$ cat config.mk
export PLATFORM = sky130hd
export DESIGN_NAME = lane_rd_fifo
export DESIGN_NICKNAME = d
export VERILOG_FILES = /design/src/rtl/ms_tip_pkg.sv /design/src/rtl/lane_rd_fifo_mem.sv /design/src/rtl/lane_rd_fifo.sv
export SDC_FILE = /design/constraint.sdc
export NUM_CORES = 1
export LEC_CHECK = 0
export ABC_AREA = 0
export CORE_MARGIN = 1.5
export CORE_UTILIZATION = 45
export DETAILED_ROUTE_END_ITERATION = 16
export PLACE_DENSITY = 0.64
export SYNTH_ARGS = -nofsm -noshare
export SYNTH_HDL_FRONTEND = slang
export SYNTH_SLANG_ARGS = --single-unit
$ cat constraint.sdc
create_clock -name SCLK -period 8.6 [get_ports SCLK]
set_input_delay 0.86 -clock SCLK [delete_from_list [all_inputs] [get_ports SCLK]]
set_output_delay 0.86 -clock SCLK [all_outputs]
set_load 0.03 [all_outputs]
$ cat src/rtl/ms_tip_pkg.sv
// ---------------------------------------------------------------------------
// ms_tip_pkg
// Shared constants for the memory-subsystem read path. Every block on the
// read-data side of the lane controller pulls its lane width, default FIFO
// depth and lane count from here, so that they always agree.
//
// Contents:
//   LANE_DATA_WIDTH      bits per DQS lane per SCLK beat (8 DQ x 8 beats)
//   DEFAULT_FIFO_DEPTH   default read-FIFO depth per lane
//   DEFAULT_MIN_ENTRIES  default occupancy threshold for entries_in_fifo
//   IOG_DQS_LANES        number of DQS lanes feeding the controller
//   maxCount()           helper returning the larger of two occupancy counts
// ---------------------------------------------------------------------------
package ms_tip_pkg;

    localparam int LANE_DATA_WIDTH     = 64;
    localparam int DEFAULT_FIFO_DEPTH  = 8;
    localparam int DEFAULT_MIN_ENTRIES = 1;
    localparam int IOG_DQS_LANES       = 4;

    // Larger of two unsigned occupancy values; used by the high-water tracker.
    function automatic logic [7:0] maxCount(input logic [7:0] a, input logic [7:0] b);
        return (a > b) ? a : b;
    endfunction

endpackage : ms_tip_pkg

$ cat src/rtl/lane_rd_fifo_mem.sv
// ---------------------------------------------------------------------------
// lane_rd_fifo_mem
// DEPTH x DATA_WIDTH storage for one lane's read FIFO. Writes are
// synchronous; reads are registered, so data appears one SCLK after rd_en_i.
// The array itself has no reset, so it can map onto LSRAM/uSRAM. Only the
// output register is reset, because downstream logic sees it directly.
//
// Ports:
//   SCLK       in   fabric clock
//   reset_n    in   asynchronous, active-low reset (output register only)
//   wr_en_i    in   write strobe
//   wr_addr_i  in   write address
//   wr_data_i  in   write data
//   rd_en_i    in   read strobe; loads rd_data_o from rd_addr_i
//   rd_addr_i  in   read address
//   rd_data_o  out  registered read data; holds when rd_en_i is low
// ---------------------------------------------------------------------------
module lane_rd_fifo_mem
    import ms_tip_pkg::*;
#(
    parameter int DATA_WIDTH = LANE_DATA_WIDTH,
    parameter int DEPTH      = DEFAULT_FIFO_DEPTH,
    localparam int ADDR_W    = $clog2(DEPTH)
) (
    input  logic                  SCLK,
    input  logic                  reset_n,
    input  logic                  wr_en_i,
    input  logic [ADDR_W-1:0]     wr_addr_i,
    input  logic [DATA_WIDTH-1:0] wr_data_i,
    input  logic                  rd_en_i,
    input  logic [ADDR_W-1:0]     rd_addr_i,
    output logic [DATA_WIDTH-1:0] rd_data_o
);

    logic [DATA_WIDTH-1:0] mem_q [DEPTH];
    logic [DATA_WIDTH-1:0] rd_data_q;

    // Storage array: plain synchronous write, no reset so it stays a RAM.
    always_ff @(posedge SCLK) begin
        if (wr_en_i) begin
            mem_q[wr_addr_i] <= wr_data_i;
        end
    end

    // Registered read port. A read and a write to the same address in one
    // cycle returns the old contents, which is what a full FIFO doing a
    // simultaneous push and pop needs.
    always_ff @(posedge SCLK or negedge reset_n) begin
        if (!reset_n) begin
            rd_data_q <= '0;
        end else if (rd_en_i) begin
            rd_data_q <= mem_q[rd_addr_i];
        end
    end

    assign rd_data_o = rd_data_q;

endmodule : lane_rd_fifo_mem

$ cat src/rtl/lane_rd_fifo.sv
// ---------------------------------------------------------------------------
// lane_rd_fifo
// Per-DQS-lane read-data FIFO in the SCLK domain, directly upstream of the
// lane controller. It captures IOG read beats and raises entries_in_fifo once
// enough beats are buffered. The controller ANDs that bit across all lanes
// and pops every lane together with read_fifo_en. Popped data appears on
// rd_data one SCLK after the pop, in line with dfi_rddata_valid.
//
// Configuration macro:
//   LANE_RD_FIFO_HWM_EN  adds the hwm output, which holds the peak occupancy
//                        since reset or flush.
//
// Ports:
//   SCLK             in   fabric clock
//   reset_n          in   asynchronous, active-low reset
//   flush            in   synchronous clear of pointers, count and errors
//   iog_rd_valid     in   write strobe, one beat from the IOG lane
//   iog_rd_data      in   beat data
//   read_fifo_en     in   pop strobe from the lane controller
//   entries_in_fifo  out  occupancy >= MIN_ENTRIES (registered)
//   rd_data          out  registered popped beat
//   full             out  occupancy == DEPTH (registered)
//   overflow_err     out  sticky: write while full with no pop
//   underflow_err    out  sticky: pop while empty
//   hwm              out  peak occupancy (LANE_RD_FIFO_HWM_EN only)
// ---------------------------------------------------------------------------
module lane_rd_fifo
    import ms_tip_pkg::*;
#(
    parameter int DATA_WIDTH  = LANE_DATA_WIDTH,
    parameter int DEPTH       = DEFAULT_FIFO_DEPTH,
    parameter int MIN_ENTRIES = DEFAULT_MIN_ENTRIES,
    localparam int ADDR_W     = $clog2(DEPTH)
) (
    input  logic                  SCLK,
    input  logic                  reset_n,
    input  logic                  flush,
    input  logic                  iog_rd_valid,
    input  logic [DATA_WIDTH-1:0] iog_rd_data,
    input  logic                  read_fifo_en,
`ifdef LANE_RD_FIFO_HWM_EN
    output logic [ADDR_W:0]       hwm,
`endif
    output logic                  entries_in_fifo,
    output logic [DATA_WIDTH-1:0] rd_data,
    output logic                  full,
    output logic                  overflow_err,
    output logic                  underflow_err
);

    localparam logic [ADDR_W:0]   FULL_COUNT = (ADDR_W+1)'(DEPTH);
    localparam logic [ADDR_W:0]   MIN_COUNT  = (ADDR_W+1)'(MIN_ENTRIES);
    localparam logic [ADDR_W-1:0] PTR_ONE    = 1;
    localparam logic [ADDR_W:0]   CNT_ONE    = 1;

    logic [ADDR_W-1:0] wr_ptr_q, wr_ptr_d;
    logic [ADDR_W-1:0] rd_ptr_q, rd_ptr_d;
    logic [ADDR_W:0]   count_q, count_d;
    logic              entries_q, entries_d;
    logic              full_q, full_d;
    logic              overflow_q, overflow_d;
    logic              underflow_q, underflow_d;

    logic              pop_ok;
    logic              wr_accept;
    logic              mem_wr_en;
    logic              mem_rd_en;

    // A pop needs data already present, so a write into an empty FIFO never
    // falls through in the same cycle. A write to a full FIFO is accepted
    // only when a pop frees the slot in that same cycle.
    assign pop_ok    = read_fifo_en && (count_q != '0);
    assign wr_accept = iog_rd_valid && (!full_q || pop_ok);
    assign mem_wr_en = wr_accept && !flush;
    assign mem_rd_en = pop_ok && !flush;

    // Next-state for pointers, occupancy and sticky errors. Flush wins over
    // any write or pop in the same cycle and raises no error. The status
    // flags are computed from the next count so that they are registered but
    // still line up with the count.
    always_comb begin
        wr_ptr_d    = wr_ptr_q;
        rd_ptr_d    = rd_ptr_q;
        count_d     = count_q;
        overflow_d  = overflow_q;
        underflow_d = underflow_q;
        if (flush) begin
            wr_ptr_d    = '0;
            rd_ptr_d    = '0;
            count_d     = '0;
            overflow_d  = 1'b0;
            underflow_d = 1'b0;
        end else begin
            if (wr_accept) begin
                wr_ptr_d = wr_ptr_q + PTR_ONE;
            end
            if (pop_ok) begin
                rd_ptr_d = rd_ptr_q + PTR_ONE;
            end
            if (wr_accept && !pop_ok) begin
                count_d = count_q + CNT_ONE;
            end else if (pop_ok && !wr_accept) begin
                count_d = count_q - CNT_ONE;
            end
            if (iog_rd_valid && !wr_accept) begin
                overflow_d = 1'b1;
            end
            if (read_fifo_en && (count_q == '0)) begin
                underflow_d = 1'b1;
            end
        end
        entries_d = (count_d >= MIN_COUNT);
        full_d    = (count_d == FULL_COUNT);
    end

    // Control-state registers.
    always_ff @(posedge SCLK or negedge reset_n) begin
        if (!reset_n) begin
            wr_ptr_q    <= '0;
            rd_ptr_q    <= '0;
            count_q     <= '0;
            entries_q   <= 1'b0;
            full_q      <= 1'b0;
            overflow_q  <= 1'b0;
            underflow_q <= 1'b0;
        end else begin
            wr_ptr_q    <= wr_ptr_d;
            rd_ptr_q    <= rd_ptr_d;
            count_q     <= count_d;
            entries_q   <= entries_d;
            full_q      <= full_d;
            overflow_q  <= overflow_d;
            underflow_q <= underflow_d;
        end
    end

`ifdef LANE_RD_FIFO_HWM_EN
    logic [ADDR_W:0] hwm_q, hwm_d;

    // Peak occupancy tracks the next count, so it moves on the same edge as
    // the count itself.
    always_comb begin
        hwm_d = hwm_q;
        if (flush) begin
            hwm_d = '0;
        end else begin
            hwm_d = (ADDR_W+1)'(maxCount(8'(count_d), 8'(hwm_q)));
        end
    end

    always_ff @(posedge SCLK or negedge reset_n) begin
        if (!reset_n) begin
            hwm_q <= '0;
        end else begin
            hwm_q <= hwm_d;
        end
    end

    assign hwm = hwm_q;
`endif

    lane_rd_fifo_mem #(
        .DATA_WIDTH (DATA_WIDTH),
        .DEPTH      (DEPTH)
    ) u_mem (
        .SCLK      (SCLK),
        .reset_n   (reset_n),
        .wr_en_i   (mem_wr_en),
        .wr_addr_i (wr_ptr_q),
        .wr_data_i (iog_rd_data),
        .rd_en_i   (mem_rd_en),
        .rd_addr_i (rd_ptr_q),
        .rd_data_o (rd_data)
    );

    assign entries_in_fifo = entries_q;
    assign full            = full_q;
    assign overflow_err    = overflow_q;
    assign underflow_err   = underflow_q;

endmodule : lane_rd_fifo

# [Yosys cells after proc, flatten, opt, wreduce, memory -nomap -nowiden]
# Memory sizes are Yosys's and may differ from the RTL's. A register that Yosys moved wholly into a read port is not among the register bits.
# Cells that the tools add are included.
[totals] input_bits=69 mem_bits_rw=512 n_memories=1 wordCells=47 register_bits=14 output_inout_bits=68
[op_classes] n_mux=13 n_reduce_logical=20 eq_ne=1 n_addsub=4 n_lt_le_gt_ge=1
[mem_list] memory="u_mem.mem_q" words=8 width=64 rd=1 rd_ports_with_merged_regs=1 write_ports=1 line_no="lane_rd_fifo_mem.sv:35" rtl="logic [DATA_WIDTH-1:0] mem_q [DEPTH];"
[op_table] operator="$mux 3" n=4
[op_table] operator="$mux 4" n=3
[op_table] operator="$logic_and 1x1->1" n=8
[op_table] operator="$reduce_bool 2->1" n=4
[op_table] operator="$add 3x1->3 const B" n=2
[op_table] operator="$mux 1" n=6
[op_table] operator="$logic_not 1->1" n=5
[op_table] operator="$add 4x1->4 const B" n=1
[op_table] operator="$eq 4x4->1 const B" n=1
[op_table] operator="$ge 4x1->1 const B" n=1
[op_table] operator="$logic_not 4->1" n=1
[op_table] operator="$reduce_bool 4->1" n=1
[op_table] operator="$sub 4x1->4 const B" n=1
[op_table] operator="$logic_or 1x1->1" n=1

# [Longest topological paths before layout]
[logic_depth] depth_word=10 depth_mapped=9 depth_no_buf=7

# [By module]
# A second synthesis with hierarchy kept.
[hier_totals] hier_cells=1324 area_unflattened_um2=22974.5
[by_module_without_submodules] module="lane_rd_fifo_mem" cells_each=1251 seq_area_each_um2=16976.3 area_each_um2=22223.8 instances=1
[by_module_without_submodules] module="lane_rd_fifo" cells_each=73 seq_area_each_um2=350.3 area_each_um2=750.7 instances=1

# [Least setup slack after synthesis]
# No wires, ideal clock.
[synth_timing] path_type="input to register" startpoint="input port read_fifo_en" endpoint="memory u_mem.mem_q[0][0] (netlist bit) (enable)" arrival_ps=5965 slack_ps=2071 stages=5 setup_time_ps=565 required_time_ps=8035 n_path_buf=0 path_cell_list="inv_1 > o21ai_1 > nand2_1 > or3_1 > nor3_1"
[synth_via] elab_chain_len=6
[synth_lines] item="start, declared" line_no="lane_rd_fifo.sv:40" rtl="input logic read_fifo_en,"
[synth_lines] item="$logic_and 1x1->1" line_no="lane_rd_fifo.sv:72" rtl="assign pop_ok = read_fifo_en && (count_q != '0);"
[synth_lines] item="$logic_or 1x1->1" line_no="lane_rd_fifo.sv:73" rtl="assign wr_accept = iog_rd_valid && (!full_q || pop_ok);"
[synth_lines] item="$logic_and 1x1->1" line_no="lane_rd_fifo.sv:73"
[synth_lines] item="$logic_and 1x1->1" line_no="lane_rd_fifo.sv:74" rtl="assign mem_wr_en = wr_accept && !flush;"
[synth_lines] item="$mux 1" line_no="lane_rd_fifo_mem.sv:40" rtl="if (wr_en_i) begin"
[synth_lines] item="$mux 1 (implied by the code)" line_no="lane_rd_fifo_mem.sv:41" rtl="mem_q[wr_addr_i] <= wr_data_i;"
[synth_lines] item="end, declared" line_no="lane_rd_fifo_mem.sv:35"
# Every way passes these cells.

# [Worst setup path after layout]
[layout_timing] startpoint="input port read_fifo_en" endpoint="memory u_mem.mem_q[0][37] (netlist bit) (enable)"
# The elaborated chain is that of the path after synthesis.

==> impl_results.md <==
- Average via count per standard cell: 5.46
- Synth Cell Area: 0.0221 sq mm
- Startpoint kind of the worst setup timing path: primary input
- Die Y: about 220 microns
- CTS tree: done
- DP Cell Count: 1756
- Number of synthesis warnings: 0
- Area fraction in and, or, nand and nor cells after synthesis: 0.0215
- Number of H-tree levels: 2
- Required time of the critical path: 8.82 ns
- First-pass GRT wire length: around 66 mm
- Path class of the lowest-slack min-delay path: primary input to async pin
- Avg Synthesized Cell Area: about 21 sq um
- Post-route clock skew: 0.0220 ns
- Worst setup path category: primary input to flip-flop
- Detailed-placement wirelength estimate: 23.2 mm
- Wirelength, routed: 43.1 mm
- Most utilized layer in the global route result: met2
- Static Leakage: 8.30 nW
- Quantity of hold-fixing buffers added after cts: 0
- Most common cell after layout, fill and taps aside: edfxtp_1
- Worst-case setup margin in the final layout: 5.29 ns
- Yosys cell types: 35
- Largest buffer count on any clock path: 3
- Fillers: 3726
- Register-to-register setup slack: between 5 and 6 ns
- Count of flip-flops with a built-in enable after synthesis: 512
- Net count after synthesis: 1106
- Starting density of the core: 0.454
- Leading cell types in the layout, fill and taps excluded: edfxtp_1, clkdlybuf4s50_1, mux4_2, nor2_1, dfrtp_1
- Drt initial violations: 704
- Crit end category: flip-flop
- Total congestion overflow: 0
- Endpoints failing setup: 0
- CTS Sinks: 590
- Die span in x: 225 microns
- Total of max-cap violations: 0
- Cell row count: between 80 and 90
- Most instantiated flip-flop cell in the synthesis netlist: edfxtp_1
- Fin crit period: approximately 3.3 ns
- Main combinational cell family by area after synthesis: multiplexers
- Clock tree root buffer cell: clkbuf_16
- Count of input and output buffers: 136
- Non-filler instance count after layout: between 1500 and 2000
- Total Die Area: roughly 0.050 sq mm
- Fin Setup TNS: 0 ns
- Largest net degree at the start of global routing: 93
- Share of the clock period used by the worst path: 0.385
- Fraction of final layout cells sized beyond drive strength 1: 0.205
- Upper clock frequency limit: 302 MHz
- Final number of max-transition violations: 0
- Yosys reg bits: just under 600
- Number of nets in the finished design: approximately 1300
- Routed WL per cell: between 20 and 25 microns
- Count of mapped cells out of synthesis: 1033
- Worst slack after detailed placement: 4.63 ns
- Global-route met1 utilization: 0.249
- GR Util All Layers: 0.176
- Count of vias placed by the detailed router: approximately 10000
- GPL Wtd Cong: between 0.6 and 0.7
- Headroom to the max-slew limit: 0.245
- Share of cell area taken by muxes after synthesis: 0.161
- Run status: finished, final reports clean
- Critical path peak fanout: 64
- FFs w/ async S/R, synth: 0.132
- Maximum vdd drop: around 200 uV
- P&R area growth vs syn: 18.6%
- Final design utilization: 0.539
- CTS clk-pin slew, worst paths: 0.06 ns
- PnR Total Power: between 0.007 and 0.008 W
- Data arrival time of the worst path: 3.53 ns
- Final hold violation count: 0
- Share of the synthesized netlist area taken by xor and xnor gates: 0.00198
- Post_cts resized: 0
- Power per cell area: 301 mW/mm^2
- DRC viols: 0
- Actual transition at the worst max-transition pin: roughly 1.1 ns
- Setup repair after global routing missed its margin: false
- Pre-Repair DR Iteration Count: 4
- Post-synthesis sequential area ratio: 0.784
- Compound-gate portion of the synthesized area: 0.0184
- Post-CTS setup-driven buffer insertion count: 0
- Vias in the first global route: 10727
- Number of clock buffers inserted by TritonCTS: 58
- Number of antenna violations at the first check in global routing: 2
- Detail Route Antenna Nets: 0
- Floorplan core area: 0.0486 sq mm
- Met2 Use GR: 0.285
- Clk_lat worst skew: 0.62 ns
- Met3 Track Usage GR: 0.0347
- Synthesized-area fraction occupied by adder cells: 0.00227
- Number of I/O pins: 137
state kept, by name (all words and copies together), names as in the netlist:
register	cells
u_mem.mem_q	512
wr_ptr_q	3
underflow_err	1
entries_in_fifo	1
count_q	4
overflow_err	1
rd_ptr_q	3
full	1
u_mem.rd_data_o	64
cell usage after synthesis, types with 2 or more instances:
cell | instances | share of area
nand2_1 | 6 | 0.0010
mux2i_1 | 65 | 0.029
a21oi_1 | 68 | 0.015
dfrtp_1 | 78 | 0.088
xor2_1 | 4 | 0.0016
buf_2 | 19 | 0.0043
ha_1 | 4 | 0.0023
nor2_1 | 83 | 0.014
mux4_2 | 128 | 0.13
nor2b_1 | 2 | 0.00057
nand3_1 | 4 | 0.00091
nand2b_1 | 3 | 0.00085
nor3_1 | 3 | 0.00068
inv_1 | 4 | 0.00068
clkbuf_1 | 30 | 0.0051
nor3b_2 | 2 | 0.0011
edfxtp_1 | 512 | 0.70
cells by family (layout without fill, tap and decap cells):
logic type / after synthesis / after routing
buffers and inverters: 55 / 264
adders and majority gates: 4 / 4
muxes: 195 / 195
DFF: 590 / 590
and+or+nand+nor: 109 / 109
xor gates and xnor gates: 5 / 5
AOI/OAI and AO/OA: 75 / 75
other: 0 / 1
metrics by stage:
| stage | instance area, sq um | hold WS [ns] |
|---|---|---|
| 2_1_floorplan | 22100 | 0.546 |
| 3_3_place_gp | 24200 | 0.484 |
| 3_5_place_dp | 24200 | 0.491 |
| 4_1_cts | 26200 | 0.164 |
| 5_1_grt | 26200 | 0.193 |
| 6_report | 26200 | 0.186 |
routing by layer:
layer / share of wire / up-vias
met5: 0.00039 / -
met4: 0.017 / 2
met3: 0.046 / 59
met2: 0.49 / 222
met1: 0.45 / 5365
li1: - / 4530
area by class of cell:
| type | instances | area (sq um) | share of cell area |
|---|---|---|---|
| Clock inverter | 39 | 478 | 0.0182 |
| Timing Repair Buffer | 152 | 1490 | 0.0569 |
| Inverter | 4 | 15.0 | 0.000573 |
| Tap cell | 622 | 778 | 0.0297 |
| Antenna cell | 1 | 2.50 | 0.0000955 |
| Clock buffer | 69 | 1500 | 0.0573 |
| Multi-Input combinational cell | 388 | 4600 | 0.175 |
| Sequential cell | 590 | 17300 | 0.662 |
path summary, 6_finish.rpt:
path	end	start	cells past startpoint
worst max register to register	u_mem.rd_data_o[30]$_DFFE_PN0P_	count_q[0]$_DFF_PN0_	9
max in group asynchronous	rd_ptr_q[2]$_DFFE_PN0P_	reset_n	2
worst min-delay path	u_mem.rd_data_o[10]$_DFFE_PN0P_	reset_n	1
worst max-delay path	u_mem.mem_q[0][37]$_DFFE_PP_	read_fifo_en	7
min in group SCLK	underflow_err$_DFFE_PN0P_	underflow_err$_DFFE_PN0P_	2
worst min register to register	underflow_err$_DFFE_PN0P_	underflow_err$_DFFE_PN0P_	2
worst max-delay path: stages:
cell and delay (ns):
clkdlybuf4s50_1 0.62, inv_1 0.11, o21ai_1 0.27, nand2_1 0.14
or3_1 0.48, nor3_2 0.15, buf_4 0.83
report_power, final:
part           internal [W]  switching (W)  total [W]
clock network       0.00155        0.00106    0.00261
registers           0.00334       0.000186    0.00353
logic              0.000833       0.000920    0.00175
Power figures use the tool's default switching activity.
